===== config.mk =====
export PLATFORM = sky130hd
export DESIGN_NAME = cart_image_loader
export DESIGN_NICKNAME = d
export VERILOG_FILES = /design/src/rtl/cart_pkg.sv /design/src/rtl/cart_lane_mux.sv /design/src/rtl/cart_image_loader.sv
export SDC_FILE = /design/constraint.sdc
export NUM_CORES = 1
export LEC_CHECK = 0
export ABC_CLOCK_PERIOD_IN_PS = 2400
export CAP_MARGIN = 15
export CORE_ASPECT_RATIO = 1.25
export CORE_MARGIN = 4
export CORE_UTILIZATION = 46
export CTS_BUF_LIST = sky130_fd_sc_hd__clkbuf_2 sky130_fd_sc_hd__clkbuf_4 sky130_fd_sc_hd__clkbuf_8
export DETAILED_ROUTE_END_ITERATION = 8
export PLACE_DENSITY = 0.88
export SLEW_MARGIN = 20
export SYNTH_ARGS = -nofsm -noshare
export SYNTH_HDL_FRONTEND = slang
export SYNTH_HIERARCHICAL = 1
export SYNTH_SLANG_ARGS = --single-unit

===== constraint.sdc =====
create_clock -name clock -period 2.4 [get_ports clock]
set_input_delay 0.48 -clock clock [delete_from_list [all_inputs] [get_ports clock]]
set_output_delay 0.48 -clock clock [all_outputs]
set_load 0.02 [all_outputs]

===== src/rtl/cart_pkg.sv =====
// Shared types and constants for the cartridge image loader.
// Build option: CART_IMAGE_CHECKSUM_EN adds the CHECK state.
package cart_pkg;

    typedef enum logic [2:0] {
        ST_LOAD,
        ST_FLAGS,
`ifdef CART_IMAGE_CHECKSUM_EN
        ST_CHECK,
`endif
        ST_SETTLE,
        ST_READY,
        ST_ERROR
    } cart_state_t;

    localparam int FLAGS_MAPPER_LSB = 0;
    localparam int FLAGS_MAPPER_MSB = 7;
    localparam logic [7:0] MAPPER_NROM  = 8'd0;
    localparam logic [7:0] MAPPER_UNROM = 8'd2;

    function automatic logic [3:0] lane_mask(input logic [1:0] lane);
        return 4'b0001 << lane;
    endfunction

endpackage


===== src/rtl/cart_lane_mux.sv =====
// Host byte-lane front end: write mask/replication and 2-deep pipelined read lane select.
module cart_lane_mux
    import cart_pkg::*;
(
    input  logic        clock,
    input  logic        reset,
    input  logic        enable,
    input  logic [1:0]  lane,
    input  logic        wren,
    input  logic        rden,
    input  logic [7:0]  write_data,
    input  logic [31:0] mem_rdata,
    output logic [3:0]  wen_mask,
    output logic [31:0] wdata,
    output logic [7:0]  read_data
);

    logic [1:0] sel_q1, sel_q2;
    logic       rd_q1, rd_q2;

    assign wen_mask = (enable && wren) ? lane_mask(lane) : 4'b0000;
    assign wdata    = {4{write_data}};

    // Select travels alongside the registered RAM address and the SPRAM read stage.
    always_ff @(posedge clock) begin
        if (reset) begin
            sel_q1 <= 2'd0;
            sel_q2 <= 2'd0;
            rd_q1  <= 1'b0;
            rd_q2  <= 1'b0;
        end else begin
            sel_q1 <= lane;
            sel_q2 <= sel_q1;
            rd_q1  <= rden && enable;
            rd_q2  <= rd_q1;
        end
    end

    always_comb begin
        read_data = 8'h00;
        if (enable && rd_q2) begin
            unique case (sel_q2)
                2'd0: read_data = mem_rdata[7:0];
                2'd1: read_data = mem_rdata[15:8];
                2'd2: read_data = mem_rdata[23:16];
                default: read_data = mem_rdata[31:24];
            endcase
        end
    end

endmodule


===== src/rtl/cart_image_loader.sv =====
// Cartridge image loader: streams a flash slot into word RAM, then serves host byte access.
// Build option: CART_IMAGE_CHECKSUM_EN verifies a sum word stored after the flags word.
//
//  state  | meaning
//  LOAD   | fetching image words, writing each to RAM
//  FLAGS  | fetching the mapper flags word
//  CHECK  | fetching and comparing the checksum word (checksum builds only)
//  SETTLE | waiting SETTLE_CYCLES before cart_ready
//  READY  | image valid, host byte access enabled
//  ERROR  | flash timeout or checksum mismatch; left only by reset or reload
module cart_image_loader
    import cart_pkg::*;
#(
    parameter int          IMAGE_WORDS   = 32768,
    parameter int          MEM_AW        = 15,
    parameter int          INDEX_W       = 4,
    parameter logic [23:0] FLASH_BASE    = 24'h100000,
    parameter int          SLOT_SHIFT    = 18,
    parameter int          SETTLE_CYCLES = 256,
    parameter int          TIMEOUT       = 4095
) (
    input  logic              clock,
    input  logic              reset,
    input  logic              reload,
    input  logic [INDEX_W-1:0] index,
    output logic              cart_ready,
    output logic              load_error,
    output logic [31:0]       flags_out,
    input  logic [MEM_AW+1:0] address,
    input  logic              rden,
    input  logic              wren,
    input  logic [7:0]        write_data,
    output logic [7:0]        read_data,
    output logic              fm_valid,
    output logic [23:0]       fm_addr,
    input  logic              fm_ready,
    input  logic [31:0]       fm_rdata,
    output logic [MEM_AW-1:0] mem_addr,
    output logic [3:0]        mem_wen,
    output logic [31:0]       mem_wdata,
    input  logic [31:0]       mem_rdata
);

    localparam int PTR_W = $clog2(IMAGE_WORDS + 3);
    localparam int TMO_W = $clog2(TIMEOUT + 1);
    localparam int SET_W = $clog2(SETTLE_CYCLES + 1);
    localparam logic [TMO_W-1:0] TMO_LOAD = TMO_W'(TIMEOUT - 1);
    localparam logic [SET_W-1:0] SET_LOAD = SET_W'(SETTLE_CYCLES - 1);

    cart_state_t          state_q, state_d;
    logic [PTR_W-1:0]     ptr_q;
    logic [INDEX_W-1:0]   idx_q;
    logic [31:0]          flags_q;
    logic [TMO_W-1:0]     tmo_q;
    logic [SET_W-1:0]     settle_q;
    logic [MEM_AW-1:0]    mem_addr_q;
    logic [3:0]           mem_wen_q;
    logic [31:0]          mem_wdata_q;
    logic [3:0]           host_wen;
    logic [31:0]          host_wdata;
    logic                 waiting, is_ready;
`ifdef CART_IMAGE_CHECKSUM_EN
    logic [31:0]          sum_q;
`endif

`ifdef CART_IMAGE_CHECKSUM_EN
    assign waiting = (state_q == ST_LOAD) || (state_q == ST_FLAGS) || (state_q == ST_CHECK);
`else
    assign waiting = (state_q == ST_LOAD) || (state_q == ST_FLAGS);
`endif
    assign is_ready   = (state_q == ST_READY);
    assign cart_ready = is_ready;
    assign load_error = (state_q == ST_ERROR);
    assign flags_out  = flags_q;
    assign fm_valid   = waiting && !reset;
    assign fm_addr    = FLASH_BASE + (24'(idx_q) << SLOT_SHIFT) + 24'({ptr_q, 2'b00});
    assign mem_addr   = mem_addr_q;
    assign mem_wen    = mem_wen_q;
    assign mem_wdata  = mem_wdata_q;

    always_comb begin
        state_d = state_q;
        unique case (state_q)
            ST_LOAD: begin
                if (fm_ready) begin
                    if (ptr_q == PTR_W'(IMAGE_WORDS - 1)) state_d = ST_FLAGS;
                end else if (tmo_q == '0) begin
                    state_d = ST_ERROR;
                end
            end
            ST_FLAGS: begin
                if (fm_ready) begin
`ifdef CART_IMAGE_CHECKSUM_EN
                    state_d = ST_CHECK;
`else
                    state_d = ST_SETTLE;
`endif
                end else if (tmo_q == '0) begin
                    state_d = ST_ERROR;
                end
            end
`ifdef CART_IMAGE_CHECKSUM_EN
            ST_CHECK: begin
                if (fm_ready) state_d = (fm_rdata == sum_q) ? ST_SETTLE : ST_ERROR;
                else if (tmo_q == '0) state_d = ST_ERROR;
            end
`endif
            ST_SETTLE: if (settle_q == '0) state_d = ST_READY;
            ST_READY:  state_d = ST_READY;
            ST_ERROR:  state_d = ST_ERROR;
            default:   state_d = ST_LOAD;
        endcase
        if (reload) state_d = ST_LOAD;
    end

    always_ff @(posedge clock) begin
        if (reset) begin
            state_q  <= ST_LOAD;
            ptr_q    <= '0;
            idx_q    <= index;
            flags_q  <= '0;
            tmo_q    <= TMO_LOAD;
            settle_q <= SET_LOAD;
`ifdef CART_IMAGE_CHECKSUM_EN
            sum_q    <= '0;
`endif
        end else begin
            state_q <= state_d;
            if (reload) begin
                ptr_q   <= '0;
                idx_q   <= index;
                flags_q <= '0;
`ifdef CART_IMAGE_CHECKSUM_EN
                sum_q   <= '0;
`endif
            end else begin
                if (waiting && fm_ready) ptr_q <= ptr_q + 1'b1;
                if (state_q == ST_FLAGS && fm_ready) flags_q <= fm_rdata;
`ifdef CART_IMAGE_CHECKSUM_EN
                if (state_q == ST_LOAD && fm_ready) sum_q <= sum_q + fm_rdata;
`endif
            end
            // Timeout restarts on every accepted word, so it bounds the wait for one word.
            tmo_q    <= (!waiting || fm_ready || reload) ? TMO_LOAD : tmo_q - 1'b1;
            settle_q <= (state_q == ST_SETTLE && !reload) ? settle_q - 1'b1 : SET_LOAD;
        end
    end

    // Single registered RAM port shared by the loader and the host.
    always_ff @(posedge clock) begin
        if (reset) begin
            mem_addr_q  <= '0;
            mem_wen_q   <= 4'b0000;
            mem_wdata_q <= '0;
        end else begin
            mem_wen_q <= 4'b0000;
            if (!reload) begin
                if (state_q == ST_LOAD) begin
                    mem_addr_q  <= MEM_AW'(ptr_q);
                    mem_wdata_q <= fm_rdata;
                    if (fm_ready) mem_wen_q <= 4'b1111;
                end else if (is_ready) begin
                    mem_addr_q  <= address[MEM_AW+1:2];
                    mem_wdata_q <= host_wdata;
                    mem_wen_q   <= host_wen;
                end
            end
        end
    end

    cart_lane_mux u_lane_mux (
        .clock      (clock),
        .reset      (reset),
        .enable     (is_ready),
        .lane       (address[1:0]),
        .wren       (wren),
        .rden       (rden),
        .write_data (write_data),
        .mem_rdata  (mem_rdata),
        .wen_mask   (host_wen),
        .wdata      (host_wdata),
        .read_data  (read_data)
    );

endmodule


# Word level (Yosys, flattened, before mapping)
# Cells that the tools add are included.
# classes
addsub	5
n_eq_ne	9
n_shift	1
mux	18
bitwise_logic	2
n_reduce_logical	24
# ops
cell	count
two-way mux 32 bit	2
two-way mux 15 bit	2
adder 23 x 18 -> 24 bit	1
two-way mux 4 bit	6
one-hot mux 8 bit (3 select lines)	1
adder 21 x 22 -> 23 bit (first input constant)	1
adder 16 x 1 -> 16 bit (second input constant)	1
equality test 16 x 15 -> 1 bit (second input constant)	1
two-way mux 3 bit	5
one-hot mux 3 bit (5 select lines)	1
zero test 12 bit	1
subtractor 12 x 1 -> 12 bit (second input constant)	1
zero test 9 bit	1
subtractor 9 x 1 -> 9 bit (second input constant)	1
two-way mux 8 bit	1
logical AND 1 bit	7
equality test 3 x 2 -> 1 bit (second input constant)	2
OR reduction 2 bit	3
AND reduction 2 bit	2
nonzero test 2 bit	2
<< shifter 1 x 2 -> 4 bit (first input constant)	1
equality test 3 x 1 -> 1 bit (second input constant)	1
equality test 3 bit (second input constant)	1
zero test 1 bit	3
other kinds (8)	11
# totals
regBits	133
elab_cells	72

# Depth between registers and ports, before layout
# Gate-level depths: netlist of the first run.
# logic_depth
depth_word	6
ltp_mapped	7

# By module
# The synthesis of the first run kept the hierarchy.
# by_module_without_submodules
module	n_inst	cells_each	area_each_um2
cart_image_loader	1	584	5217.5
cart_lane_mux	1	80	680.7

# Least setup slack after synthesis of the first run
# OpenSTA, ideal clock, no wires.
# synth_path
kind	flip-flop to output port
from	register state_q[1]
to	output port read_data[0]
t_arrival_ns	2.005
t_required_ns	1.920
slack_ns	-0.085
stages_incl_launch_ff	6
n_path_buf	1
cell_sequence	dfxtp_1 -> clkbuf_1 -> nand2b_1 -> nor2_1 -> nand3b_1 -> o22ai_1
# synth_via
elab_chain_cells	3
# synth_rtl
item	line	source
start, declared	cart_image_loader.sv:50	cart_state_t state_q, state_d;
start signal, assigned	cart_image_loader.sv:128	state_q <= state_d;
equality test 3 x 2 -> 1 bit	cart_image_loader.sv:71	assign is_ready = (state_q == ST_READY);
named net cart_ready	cart_image_loader.sv:26	output logic cart_ready,
logical AND 1 bit	cart_lane_mux.sv:41	if (enable && rd_q2) begin
two-way mux 8 bit	cart_lane_mux.sv:41	
end, declared	cart_image_loader.sv:33	output logic [7:0] read_data,
# The timed path passes the listed nets, and every way through them passes these cells.

# Worst setup path in the final report of the first run
# layout_path
from	register state_q[2]
to	output port fm_valid
# layout_via
elab_chain_cells	3
word_cells_on_any_way	4
# layout_rtl
item	line	source
equality test 3 x 1 -> 1 bit or zero test 3 bit (tied branches)	cart_image_loader.sv:69	assign waiting = (state_q == ST_LOAD) || (state_q == ST_FLAGS);
logical OR 1 bit (*)	cart_image_loader.sv:69	
logical AND 1 bit (*)	cart_image_loader.sv:75	assign fm_valid = waiting && !reset;
end, declared	cart_image_loader.sv:34	output logic fm_valid,
# Every way passes the cells marked *; elsewhere a longest branch is shown, timed or not.

==> out/results.tsv, run 1 <==
stage	metric	value	unit
placed_design	GP Congestion	0.782	
sta	Final Skew	0.00900	ns
critical_path	CP Data Required Time	1.92	ns
yosys	Post-synth ARST share	0	%
routing	vias post-DR	5285	
yosys	Synth Area in Simple Gates	18.2	%
yosys	largest family of logic cells by synthesized area	simple AND/OR/NAND/NOR gates	
die	FP Rows	46	
routing	wirelength, routed	17000	um
clock_network	CTS max path bufs	2	
clock_network	Post-CTS Hold Fix Bufs	0	
yosys	flops & latches, synth	133	
sta	fin. max-slew vios	0	
routing	DR WL/cell	16.6	um
routing	Via density	5.15	
yosys	EDFF count, synth	4	
critical_path	slowest CP cell	clkdlybuf4s50_1	
critical_path	CP Cell Sequence	buf_4 -> nor3_1 -> clkdlybuf4s50_1	
grt	total track usage	22.4	%
placed_design	Port Buf Inserts	213	
critical_path	CP endpoint kind	output port	
sta	fin crit share	95.7	%
final_layout	# fillers	951	
final_layout	fraction of layout cells with a size suffix above 1	8.86	%
yosys	Post-Syn Area per Cell	8.88	um^2
flow_run	number of max-cap violations	0	
final_layout	Non-Filler Cell Area, Final	0.00844	mm^2
die	Core Region	0.0126	mm^2
sta	Fmax	436	MHz
sta	# setup viols final	0	
sta	final hold slack	0.345	ns
grt	global-route wire length before repair	25900	um
routing	number of nets still failing antenna checks after routing	0	
yosys	Seq/Total Area, Yosys	45.8	%
yosys	synth top area cells	dfxtp_1 44%, mux2i_1 11%, nand2_1 6.2%, a211oi_1 6.0%, buf_4 4.7%	
routing	1st-pass router iterations	5	
critical_path	Setup CP Type	flop to output port	
placed_design	Post-DP Area	0.00801	mm^2
clock_network	clock transition at the registers of the reported paths	0.08	ns
yosys	area share of fa/ha/maj cells after synthesis	1.06	%
yosys	mux contribution to synthesized area	10.9	%
die	Die Wd	109	um
yosys	Compound-Gate Fraction of Synth Area	11.7	%
clock_network	clk_lat worst skew	0.44	ns
sta	RSZ-0062 raised after global routing	no	
yosys	Cells after Synth	664	
yosys	Synth area leader	dfxtp_1	
final_layout	most frequent cells in the layout	202 x clkdlybuf4s50_1, 129 x dfxtp_1, 97 x nand2_1	
routing	drc violations	0	
clock_network	clock sink count	133	
pwr	Max rail drop VDD	410	uV
final_layout	most common cell after layout, fill and taps aside	clkdlybuf4s50_1	
pwr	Leakage Power	0.00325	uW
grt	global route overflow	0	
sta	final hold viol count	0	
sta	worst slew pin tran	0.645	ns
critical_path	CP max stage delay	0.65	ns
clock_network	H-tree levels	4	
grt	initial antenna violation count	0	
clock_network	total CTS buffers	17	
grt	largest net degree at the start of global routing	67	
grt	number of global-route vias before repair	5082	
final_layout	# diodes	0	
die	Die Footprint	0.0147	mm^2
placed_design	hpwl dp	12300	um
final_layout	Post-layout nets	949	
critical_path	crit path max fanout	12	
yosys	Mapped Area	0.00590	mm^2
critical_path	CP startpoint kind	flop	
min_path	Hold WC Path Type	input pin to flop	
yosys	top-area cell type share of the netlist area	43.8	%
outcome	status	completed	
yosys	Distinct cells, synth	42	
yosys	Syn. warnings	6	
final_layout	Area Overhead vs Synth	43.1	%
critical_path	crit path DAT	1.82	ns
die	Initial Util	46.8	%
pwr	PwrDens	612	mW/mm^2
clock_network	CTS root buffer	clkbuf_8	
sta	Rel. slew slack	57.0	%
clock_network	TritonCTS clock tree	built	
yosys	top_reg_cell synth	dfxtp_1	
die	chip height	135	um
sta	min Tclk post-route	2.30	ns
routing	drt initial violations	253	
die	Boundary Pins	217	
sta	setup tns final	0	ns
yosys	xor/xnor share of the synthesized area	3.71	%
kinds of logic (layout without fill, tap and decap cells):
logic type,after synthesis,count (layout)
AND/OR/NAND/NOR,239,239
flip-flops,133,133
AO/OA/AOI/OAI,109,109
buffers and inverters,88,280
multiplexers,64,64
XOR/XNOR,25,25
adder cells (fa/ha/maj),5,5
other,1,3
critical path, delay by kind of cell (launching register included):
kind                   cells  cell delay [ns]
buffers and inverters      2             0.82
flip-flops                 1             0.31
AND/OR/NAND/NOR            1             0.24
worst paths after layout:
check	end	cells after the start	startpoint	slack [ns]
setup / recovery	fm_valid	3	state_q[2]	0.10
hold / removal	mem_wdata[2]	2	reset	0.34
setup reg to reg	ptr_q[15]	5	state_q[2]	0.51
hold reg to reg	settle_q[0]	1	settle_q[0]	0.41
layer usage:
metal | part of all wire [%] | vias to the layer above | wire [um] | GRT usage [%]
met5 | 0 | - | 0 | 0
met4 | 3.4 | 0 | 572 | 10.1
met3 | 7.4 | 39 | 1260 | 5.55
met2 | 51 | 194 | 8640 | 38.9
met1 | 38 | 2420 | 6500 | 25.7
li1 | - | 2632 | - | -
per-stage QoR:
step / setup slack (ns) / instances / utilization [%] / power, uW
final: 0.104 / 1026 / 66.9 / 5170
after floorplan: 0.144 / 666 / - / 2780
after global routing: 0.00805 / 1026 / 66.9 / 5360
after detailed placement: 0.0264 / 993 / 63.5 / 3150
after global placement: 0.0176 / 993 / 63.5 / 3130
after CTS: 0.00449 / 1026 / 67.2 / 5210
flip-flops by register name, indices dropped and copies added (netlist names):
register and cells:
flags_out 32, mem_wdata 32, ptr_q 16, mem_addr 15, tmo_q 12, settle_q 9, idx_q 4, mem_wen 4
state_q 3, u_lane_mux/sel_q1 2, u_lane_mux/sel_q2 2, u_lane_mux/rd_q1 1, u_lane_mux/rd_q2 1
synth_stat cells, types with 8 or more instances:
library cell and n:
o22ai_1 9, xnor2_1 18, dfxtp_1 129, inv_1 9, nor3_1 16, mux2i_1 64, a21oi_1 43, nor2_1 72
buf_2 9, nand3_1 9, buf_4 37, nand2_1 97, a211oi_1 47, nor4_1 8, clkbuf_1 25
power by group:
part / leakage [uW] / switching, uW / total (uW) / internal, uW
clock network: 0.000218 / 912 / 2070 / 1160
logic: 0.00194 / 371 / 759 / 388
registers: 0.00109 / 40.2 / 2340 / 2300
area by class of cell:
| class | instances | area, um^2 | area share, % |
|---|---|---|---|
| multi-input combinational | 445 | 2730 | 32.3 |
| sequential | 133 | 2700 | 32.0 |
| timing repair buffer | 238 | 2320 | 27.5 |
| clock buffer | 18 | 241 | 2.86 |
| tap | 168 | 210 | 2.49 |
| clock inverter | 14 | 201 | 2.39 |
| inverter | 10 | 37.5 | 0.445 |
timing repair:
action / CTS / global route
setup buffers: 1 / 0
gates resized for setup: 19 / 9
setup endpoints to repair: 9 / 9
endpoints found under the hold margin: 0 / 0
pin swaps: 1 / 0
No activity file was read; power rests on OpenSTA's default activity.
==> inputs of run 2 (changes only) <==
- GPL_ROUTABILITY_DRIVEN: unset -> 0
==> results of run 2 <==
Final layout, timing and power as in run 1 (identical DEF).
